==> config.mk <==
export PLATFORM = sky130hd
export DESIGN_NAME = modulo_envase_rolhas_param
export DESIGN_NICKNAME = d
export VERILOG_FILES = /design/src/rtl/modulo_envase_rolhas_param.sv
export SDC_FILE = /design/constraint.sdc
export NUM_CORES = 1
export LEC_CHECK = 0
export ABC_AREA = 0
export CAP_MARGIN = 0
export CELL_PAD_IN_SITES_DETAIL_PLACEMENT = 0
export CELL_PAD_IN_SITES_GLOBAL_PLACEMENT = 1
export CORE_MARGIN = 8
export CORE_UTILIZATION = 37
export CTS_CLUSTER_DIAMETER = 30
export DETAILED_ROUTE_END_ITERATION = 16
export PLACE_DENSITY_LB_ADDON = 0.1
export SYNTH_ARGS = -nofsm -noshare
export SYNTH_HDL_FRONTEND = slang
export SYNTH_SLANG_ARGS = --single-unit
export TNS_END_PERCENT = 10
==> constraint.sdc <==
create_clock -name clk -period 4.3 [get_ports clk]
set_clock_uncertainty 0.1 [all_clocks]
set_input_delay 0.43 -clock clk [delete_from_list [all_inputs] [get_ports clk]]
set_output_delay 0.43 -clock clk [all_outputs]
set_load 0.03 [all_outputs]
==> src/rtl/modulo_envase_rolhas_param.sv <==
// Bottling-line controller: fill/seal FSM, cork stock with saturation reject, bottle/dozen counters.
// Optional build macro AUTO_REFILL_EN: requests a refill internally whenever stock drops below STOCK_MIN.
module modulo_envase_rolhas_param #(
    parameter int STOCK_W    = 7,
    parameter int STOCK_MAX  = 99,
    parameter int STOCK_MIN  = 5,
    parameter int REFILL_QTY = 15,
    parameter int DOZEN      = 12,
    parameter int DUZ_W      = 4,
    parameter int DUZ_MAX    = 10
) (
    input  logic               clk,
    input  logic               clr,
    input  logic               start_stop,
    input  logic               pg,
    input  logic               ch,
    input  logic               cq,
    input  logic               add_rolhas,
    output logic               m,
    output logic               ev,
    output logic               ve,
    output logic               al,
    output logic               refill_req,
    output logic               add_reject,
    output logic [1:0]         estado,
    output logic [STOCK_W-1:0] rolhas,
    output logic [3:0]         garrafas,
    output logic [DUZ_W-1:0]   duzias
);

    typedef enum logic [1:0] {
        PARADO     = 2'b00,
        TRANSPORTE = 2'b01,
        ENCHIMENTO = 2'b10,
        VEDACAO    = 2'b11
    } state_t;

    localparam logic [STOCK_W:0]   MAX_EXT  = (STOCK_W+1)'(STOCK_MAX);
    localparam logic [STOCK_W:0]   QTY_EXT  = (STOCK_W+1)'(REFILL_QTY);
    localparam logic [STOCK_W-1:0] MIN_W    = STOCK_W'(STOCK_MIN);
    localparam logic [3:0]         DOZ_LAST = 4'(DOZEN - 1);
    localparam logic [DUZ_W-1:0]   DUZ_LAST = DUZ_W'(DUZ_MAX - 1);

    state_t             state_q, state_d;
    logic [STOCK_W-1:0] rolhas_q, rolhas_d;
    logic [3:0]         garrafas_q, garrafas_d;
    logic [DUZ_W-1:0]   duzias_q, duzias_d;
    logic               reject_q, reject_d;
    logic               m_q, m_d;
    logic               ev_q, ev_d;
    logic               ve_q, ve_d;

    logic               dec;
    logic               inc;
    logic [STOCK_W:0]   after_dec;
    logic [STOCK_W:0]   sum;

    always_comb begin
        state_d = state_q;
        if (!start_stop) begin
            state_d = PARADO;
        end else begin
            unique case (state_q)
                PARADO:     state_d = TRANSPORTE;
                TRANSPORTE: if (pg) state_d = ENCHIMENTO;
                // An empty stock parks the line at the filler until corks arrive
                ENCHIMENTO: if (ch && (rolhas_q != '0)) state_d = VEDACAO;
                VEDACAO:    state_d = TRANSPORTE;
                default:    state_d = PARADO;
            endcase
        end
    end

    always_comb begin
        dec = (state_q == VEDACAO);
`ifdef AUTO_REFILL_EN
        inc = add_rolhas | (rolhas_q < MIN_W);
`else
        inc = add_rolhas;
`endif
        after_dec = {1'b0, rolhas_q} - {{STOCK_W{1'b0}}, dec};
        sum       = after_dec + (inc ? QTY_EXT : '0);
        rolhas_d  = sum[STOCK_W-1:0];
        reject_d  = 1'b0;
        // An add that would overshoot is dropped whole; the consume still happens
        if (inc && (sum > MAX_EXT)) begin
            rolhas_d = after_dec[STOCK_W-1:0];
            reject_d = 1'b1;
        end
    end

    always_comb begin
        garrafas_d = garrafas_q;
        duzias_d   = duzias_q;
        if ((state_q == VEDACAO) && cq) begin
            if (garrafas_q == DOZ_LAST) begin
                garrafas_d = '0;
                duzias_d   = (duzias_q == DUZ_LAST) ? '0 : duzias_q + 1'b1;
            end else begin
                garrafas_d = garrafas_q + 1'b1;
            end
        end
    end

    always_comb begin
        m_d  = (state_d == TRANSPORTE);
        ev_d = (state_d == ENCHIMENTO) && (rolhas_d != '0);
        ve_d = (state_d == VEDACAO);
    end

    always_ff @(posedge clk) begin
        if (clr) begin
            state_q    <= PARADO;
            rolhas_q   <= '0;
            garrafas_q <= '0;
            duzias_q   <= '0;
            reject_q   <= 1'b0;
            m_q        <= 1'b0;
            ev_q       <= 1'b0;
            ve_q       <= 1'b0;
        end else begin
            state_q    <= state_d;
            rolhas_q   <= rolhas_d;
            garrafas_q <= garrafas_d;
            duzias_q   <= duzias_d;
            reject_q   <= reject_d;
            m_q        <= m_d;
            ev_q       <= ev_d;
            ve_q       <= ve_d;
        end
    end

    assign estado     = state_q;
    assign rolhas     = rolhas_q;
    assign garrafas   = garrafas_q;
    assign duzias     = duzias_q;
    assign add_reject = reject_q;
    assign m          = m_q;
    assign ev         = ev_q;
    assign ve         = ve_q;
    assign al         = (rolhas_q == '0);
    assign refill_req = (rolhas_q < MIN_W);

endmodule
==> reports/qor.txt, run 1 <==
run status: finished, final reports clean
placed cells: 227
Root Buffer: clkbuf_4
overall power after layout: 0.615 mW
Skew-Pair Late Insertion Delay: 300 ps
fill cell total of the finished layout: 374
Worst Tran Pin Value: 712 ps
cell with the most instances after synthesis: dfxtp_1
die outline width: 76.4 um
Non-Filler Instances: 231
final-report max-slew violation count: 0
cell with the largest stage delay on the worst path: or4b_4
clock transition at the registers of the reported paths: 120 ps
post-synth net total: 172
register area share after synthesis: 31.1%
max incr delay on CP: 520 ps
power density over the cells: 359 nW/um2
GRT Util Overall: 10.8%
ordered cell list for the critical path: ha_1 > ha_1 > or4b_4 > nand2_1 > ha_1 > a21oi_1 > mux2i_4 > xor2_2 > nand4_1 > a2bb2oi_2 > mux2_4
post-route worst setup slack: 483 ps
Post-CTS Hold Buffers: 0
commonest cells in the synthesized netlist: 21 x dfxtp_1, 16 x a21oi_1, 14 x nor2_1
global-route wire length before repair: 5.29 mm
vias per cell: 5.26
vertical die dimension: 76.4 um
data required time of the worst path: 4390 ps
cells resized by post-CTS repair: 0
GRT Residual Overflow: 0
endpoint kind of the worst setup timing path: register
Crit Path Max Fanout: 6
number of antenna violations at the first check in global routing: 0
final weighted congestion of routability-driven global placement: 0.865
multi-input gate area in the final layout: 887 um2
number of different library cells in the post-synthesis netlist: 44
top cell type by total area after synthesis: dfxtp_1
Synth async-reset ratio: 0%
number of DRC markers in iteration 0: 73
RSZ-0062 raised after global routing: no
largest delay contributor family on the critical path: adder cells
Boundary Pins: 30
largest net degree at the start of global routing: 20
count of flip-flops with a built-in enable after synthesis: 0
reported max-cap violation count: 0
ant diodes: 0
proportion of netlist area held by the largest area contributor: 31.1%
final critical path time including I/O delays and setup: 3820 ps
input/output buffers: 29
ratio of final minimum period to clock period: 88.8%
CP dominant cell by count: ha_1
total buffers and inverters traversed by the critical path: 0
worst reg2reg startpoint: estado[1]
number of nets in the layout: 203
post-CTS setup-driven buffer insertion count: 0
worst setup path startpoint: estado[1]
Post-Route Setup TNS: 0 ps
number of warnings printed during yosys synthesis: 0
H-tree levels: 1
most used flip-flop cell after synthesis: dfxtp_1
routed length per instance: 13.9 um
number of buffers created by CTS: 3
post-layout instance area: 1710 um2
detailed-router iteration count before antenna repair: 4
critical path start-end classification: register to register
total of endpoints with negative setup slack in the final report: 0
die area: 5840 um2
worst slew margin relative to its limit: 52.4%
Sinks on Clock Net: 21
post-place setup slack: 560 ps
remaining antenna violation count after routing: 0
number of DRC violations after detailed routing: 0
register area: 420 um2
number of global-route vias before repair: 1151
launching element type of the critical path: register
CTS Buffer Depth: 2
Worst Min Path Start: garrafas[1]
Area Overhead vs Synth: 27.0%
initial cell density of the core: 37.7%
leakage: 0.647 nW
Detailed Place HPWL: 2.56 mm
floorplan core area: 3580 um2
TritonCTS clock tree: yes
type of the most critical hold path: register to register
Area contributors post-synth: dfxtp_1 31%, ha_1 10%, a21oi_1 5.9%
standard cell area after detailed placement: 1690 um2
Netlist Area Pre-Place: 1350 um2
number of vias in the routed layout: 1215
data arrival time at the worst-slack endpoint: 3910 ps
register bit total from synthesis: 21
fraction of layout instances using a drive strength above 1: 9.29%
Post-Syn Area per Cell: 8.82 um2
endpoints failing hold: 0
highest attainable clock frequency: 262 MHz
number of standard-cell rows in the floorplan: 22
wire length reported by the detailed router: 3.21 mm
worst supply voltage drop on vdd: 198 uV
Cells after Synth: 153
tightest hold or removal path: stages (launching register included):
cell	delay [ps]
dfxtp_1	360
nand2_1	60
a21oi_1	50
power by group:
group | switching [mW] | internal [mW] | total (mW)
combinational | 0.161 | 0.124 | 0.286
clock | 0.0576 | 0.0361 | 0.0937
sequential | 0.0252 | 0.210 | 0.235
metal layers:
| layer | vias up | global-route usage (%) | wire length [um] |
|---|---|---|---|
| met5 | - | 0 | 0 |
| met4 | 0 | 4.42 | 57 |
| met3 | 6 | 3.54 | 272 |
| met2 | 45 | 17.9 | 1530 |
| met1 | 559 | 12.3 | 1350 |
| li1 | 605 | - | - |
registers in the layout (all words and copies together), names as in the netlist:
signal / count
rolhas: 7
duzias: 4
garrafas: 4
estado: 2
add_reject: 1
ev: 1
m: 1
ve: 1
cell usage in the layout (no fill, tap or decap), types with 2 or more instances in the layout:
master and n:
a21oi_1 16, nor2_1 14, dfxtp_1 21, nor4_1 2, nor2b_1 4, xnor2_1 8
clkbuf_4 3, nor3_1 5, o21ai_0 6, nand3_1 9, ha_1 11, clkdlybuf4s50_1 29
nand2_1 9, inv_1 6, nand2b_1 4, xor2_1 4, nor3b_1 2, a21o_1 2
nor3b_2 2, o211ai_1 2
cell type report:
| type | count | area share (%) |
|---|---|---|
| inverters | 6 | 1.31 |
| flip-flops and latches | 21 | 24.5 |
| repair buffers | 30 | 17.4 |
| clock buffers | 4 | 1.53 |
| multi-input cells | 122 | 51.8 |
| well taps | 48 | 3.50 |
cell families (layout without fill, tap and decap cells):
logic type	Yosys count	count (layout)	share of synthesized area, %
buffers and inverters	10	40	3.15
AND/OR/NAND/NOR	57	57	23.2
adder cells (fa/ha/maj)	12	12	11.7
XOR/XNOR	13	13	8.99
multiplexers	3	3	3.52
flip-flops	21	21	31.1
AO/OA/AOI/OAI	37	37	18.4
worst paths after layout:
check                                    to  slack [ps]  depth (start not counted)
worst max-delay path              rolhas[5]         480                         11
worst min-delay path            garrafas[1]         410                          2
worst min register to register  garrafas[1]         410                          2
worst max register to register    rolhas[5]         480                         11
through the flow:
step           utilization (%)  hold slack [ps]
6_report                  47.9              409
3_5_place_dp              47.2              390
4_1_cts                   47.9              407
3_3_place_gp              47.2              385
2_1_floorplan                -              490
5_1_grt                   47.9              451
No activity file was read; power rests on OpenSTA's default activity.
==> run 2, diff against run 1 <==
Settings changed: CORE_UTILIZATION 37 to 36, SETUP_SLACK_MARGIN set to 0.4.
==> reports/qor.txt, run 2 (synthesis results as in run 1) <==
run status: finished, final reports clean
vias per cell: 5.21
number of DRC markers in iteration 0: 35
floorplan core area: 3630 um2
hold_ws: 402 ps
input/output buffers: 29
vertical die dimension: 77.2 um
largest net degree at the start of global routing: 20
number of standard-cell rows in the floorplan: 22
Crit Path Max Fanout: 6
Boundary Pins: 30
worst slew margin relative to its limit: 50.8%
RSZ-0062 raised after global routing: no
total of endpoints with negative setup slack in the final report: 0
worst supply voltage drop on vdd: 147 uV
number of buffers created by CTS: 3
launching element type of the critical path: register
TritonCTS clock tree: yes
number of global-route vias before repair: 1165
endpoint kind of the worst setup timing path: register
number of nets in the layout: 203
die outline width: 77.2 um
Worst Tran Pin Value: 736 ps
most used cells in the layout excluding fill and tap cells: 29 x clkdlybuf4s50_1, 21 x dfxtp_1, 16 x a21oi_1
H-tree levels: 1
number of antenna violations at the first check in global routing: 0
die area: 5970 um2
most common cell after layout, fill and taps aside: clkdlybuf4s50_1
final critical path time including I/O delays and setup: 3700 ps
reported max-cap violation count: 0
Root Buffer: clkbuf_8
final-report max-slew violation count: 0
post-CTS setup-driven buffer insertion count: 0
Skew-Pair Late Insertion Delay: 260 ps
number of vias in the routed layout: 1204
Sinks on Clock Net: 21
power density over the cells: 377 nW/um2
fraction of layout instances using a drive strength above 1: 10.9%
initial cell density of the core: 37.2%
highest attainable clock frequency: 270 MHz
cells resized by post-CTS repair: 0
data required time of the worst path: 4360 ps
GRT Util Overall: 11.1%
Post-CTS Hold Buffers: 0
Detailed Place HPWL: 2.59 mm
clock transition at the registers of the reported paths: 80 ps
routed length per instance: 14.0 um
standard cell area after detailed placement: 1690 um2
worst r2r path cells: 11
leakage: 0.661 nW
worst hold path cell count: 2
wire length reported by the detailed router: 3.24 mm
post-layout util: 48.0%
global-route wire length before repair: 5.39 mm
critical path start-end classification: register to register
Post-Route Setup TNS: 0 ps
number of DRC violations after detailed routing: 0
endpoints failing hold: 0
CTS Buffer Depth: 2
type of the most critical hold path: register to register
final weighted congestion of routability-driven global placement: 0.888
Area Overhead vs Synth: 29.3%
number of flip-flops under the largest register name: 7
post-layout instance area: 1750 um2
GRT Residual Overflow: 0
data arrival time at the worst-slack endpoint: 3760 ps
overall power after layout: 0.658 mW
ant diodes: 0
remaining antenna violation count after routing: 0
ratio of final minimum period to clock period: 86.1%
detailed-router iteration count before antenna repair: 4
-- run 2: power breakdown --
part           internal (mW)  switching [mW]
clock network         0.0646          0.0684
logic                  0.127           0.163
registers              0.210          0.0249
-- run 2: final timing paths --
| check | startpoint | to | slack, ps |
|---|---|---|---|
| min reg2reg | garrafas[1] | garrafas[1] | 400 |
| max | estado[1] | rolhas[5] | 600 |
| min | garrafas[1] | garrafas[1] | 400 |
| max reg2reg | estado[1] | rolhas[5] | 600 |
-- run 2: worst max-delay path, stage by stage (launching register included) --
cell and delay, ps:
dfxtp_1 440, ha_1 300, ha_1 220, or4b_4 500, nand2_1 120, ha_1 280
a21oi_1 420, mux2i_4 330, xor2_2 230, nand4_1 190, a2bb2oi_2 180, mux2_4 300
-- run 2: cell type report --
type	instances	area [um2]
tap	48	60.1
clock inverter	1	5.00
timing repair buffer	30	298
fill	375	1890
inverter	6	22.5
clock buffer	3	41.3
multi-input combinational	122	898
sequential	21	420
-- run 2: through the flow --
step / setup slack (ps) / instances
final: 599 / 231
after global placement: 630 / 227
after detailed placement: 590 / 227
after global routing: 402 / 231
after floorplan: 709 / 153
after CTS: 563 / 231
-- run 2: routing by layer --
metal / routed length, um / track usage (%) / vias to the layer above
li1: - / - / 611
met1: 1380 / 12.2 / 550
met2: 1570 / 19.0 / 39
met3: 246 / 4.55 / 4
met4: 33 / 3.40 / 0
met5: 0 / 0 / -
==> run 3, diff against run 2 <==
Settings changed: ABC_AREA 0 to 1.
Clock period 4.3 ns to 4.4 ns, I/O delays scaled along.
==> reports/qor.txt, run 3 <==
number of warnings printed during yosys synthesis: 0
Root Buffer: clkbuf_8
ratio of final minimum period to clock period: 76.9%
post-CTS setup-driven buffer insertion count: 0
endpoint kind of the worst setup timing path: register
vertical die dimension: 79.2 um
CTS Buffer Depth: 2
Post-Syn Area per Cell: 6.59 um2
die outline width: 79.2 um
detailed-router iteration count before antenna repair: 4
most used flip-flop cell after synthesis: dfxtp_1
clock transition at the registers of the reported paths: 70 ps
die area: 6270 um2
highest attainable clock frequency: 296 MHz
worst slew margin relative to its limit: 65.1%
critical path start-end classification: register to register
GRT Residual Overflow: 0
number of global-route vias before repair: 1307
register area share after synthesis: 29.3%
combinational share of power: 44.9%
largest net degree at the start of global routing: 14
ordered cell list for the critical path: ha_1 > ha_1 > inv_1 > nor2_4 > inv_2 > o21ai_0 > nand2_1 > ha_1 > nand2_1 > nand2_1 > nor2_1 > nand3_1 > nand2_1 > nor2_1 > nor2_1 > nand2_2 > nand2_4 > nand2_4 > nand2_1 > o21ai_1 > nor2_1 > a21oi_2
commonest cells in the synthesized netlist: 42 x nand2_1, 39 x nor2_1, 35 x inv_1
data arrival time at the worst-slack endpoint: 3430 ps
initial cell density of the core: 36.7%
post-synth net total: 237
most used cells in the layout excluding fill and tap cells: 42 x nand2_1, 39 x nor2_1, 35 x inv_1
Post-CTS Hold Buffers: 0
number of standard-cell rows in the floorplan: 23
run status: finished, final reports clean
global-route wire length before repair: 5.81 mm
register area: 420 um2
Worst Tran Pin Value: 522 ps
fraction of layout instances using a drive strength above 1: 10.4%
Non-Filler Instances: 299
launching element type of the critical path: register
number of antenna violations at the first check in global routing: 0
Area Overhead vs Synth: 26.9%
switching power total: 0.250 mW
H-tree levels: 1
most common cell after layout, fill and taps aside: nand2_1
Synth async-reset ratio: 0%
final weighted congestion of routability-driven global placement: 0.751
number of vias in the routed layout: 1301
reported max-cap violation count: 0
power density over the cells: 342 nW/um2
fill cell total of the finished layout: 436
routed length per instance: 11.1 um
input/output buffers: 29
worst supply voltage drop on vdd: 169 uV
max incr delay on CP: 410 ps
type of the most critical hold path: register to register
TritonCTS clock tree: yes
Sinks on Clock Net: 21
data required time of the worst path: 4450 ps
number of nets in the layout: 269
cell with the largest stage delay on the worst path: dfxtp_1
cells resized by post-CTS repair: 0
number of buffers created by CTS: 3
Detailed Place HPWL: 2.77 mm
total of endpoints with negative setup slack in the final report: 0
final critical path time including I/O delays and setup: 3380 ps
final-report max-slew violation count: 0
floorplan core area: 3910 um2
register bit total from synthesis: 21
Boundary Pins: 30
share of total power in the clock network: 19.3%
top cell type by total area after synthesis: dfxtp_1
ant diodes: 0
remaining antenna violation count after routing: 0
Pint: 0.373 mW
CP dominant cell by count: nand2_1
GRT Util Overall: 11.2%
multi-input gate area in the final layout: 866 um2
post-layout instance area: 1820 um2
proportion of netlist area held by the largest area contributor: 29.3%
number of different library cells in the post-synthesis netlist: 28
wire length reported by the detailed router: 3.33 mm
portion of total power attributed to sequential cells: 35.9%
RSZ-0062 raised after global routing: no
Skew-Pair Late Insertion Delay: 250 ps
cell with the most instances after synthesis: nand2_1
Area contributors post-synth: dfxtp_1 29%, nand2_1 11%, nor2_1 10%
vias per cell: 4.35
endpoints failing hold: 0
number of DRC markers in iteration 0: 63
Cells after Synth: 218
count of flip-flops with a built-in enable after synthesis: 0
switching portion of total power: 40.1%
Crit Path Max Fanout: 9
standard cell area after detailed placement: 1780 um2
placed cells: 295
Post-Route Setup TNS: 0 ps
number of flip-flops under the largest register name: 7
number of DRC violations after detailed routing: 0
leakage: 0.860 nW
Netlist Area Pre-Place: 1440 um2
run 3: critical path, delay by kind of cell, from the launching register on:
family / cells / cell delay [ps]
flops: 1 / 410
simple gates: 14 / 1480
compound gates: 3 / 320
fa+ha+maj: 3 / 830
buf+inv: 2 / 140
run 3: logic make-up after synthesis:
logic type	count (synthesis)	share of synthesized area [%]
xor gates and xnor gates	2	1.22
DFF	21	29.3
and+or+nand+nor	129	42.2
AOI/OAI and AO/OA	15	5.84
buffers and inverters	39	10.5
adders and majority gates	12	11.0
run 3: worst paths after layout:
kind                     from     endpoint  slack [ps]  cells after the start
setup reg to reg    estado[1]           ev        1020                     22
setup / recovery    estado[1]           ev        1020                     22
hold / removal    garrafas[3]  garrafas[3]         420                      2
hold reg to reg   garrafas[3]  garrafas[3]         420                      2
run 3: final cells by class:
cell class | instances | area share (%)
well taps | 50 | 3.43
flip-flops and latches | 21 | 23.1
multi-input cells | 158 | 47.5
clock buffers | 4 | 2.47
repair buffers | 29 | 15.9
inverters | 37 | 7.62
run 3: power groups by stage:
stage | Clock [mW] | Sequential, mW | Combinational (mW)
after global routing | 0.134 | 0.226 | 0.315
after global placement | 0 | 0.229 | 0.285
after detailed placement | 0 | 0.228 | 0.282
final | 0.120 | 0.224 | 0.280
after floorplan | 0 | 0.250 | 0.171
after CTS | 0.127 | 0.224 | 0.284
run 3: metrics by stage:
step / hold WS [ps] / utilization [%] / total power, mW / setup WS [ps]
floorplan: 419 / - / 0.422 / 1310
global placement: 404 / 45.4 / 0.513 / 959
detailed placement: 404 / 45.4 / 0.510 / 967
CTS: 422 / 46.6 / 0.635 / 976
global route: 448 / 46.6 / 0.674 / 630
finish: 420 / 46.6 / 0.623 / 1020
run 3: per-layer routing:
layer	vias up	track usage, %	wire [um]
met5	-	0	0
met4	0	5.00	63
met3	4	1.92	114
met2	17	20.1	1610
met1	543	12.5	1540
li1	737	-	-
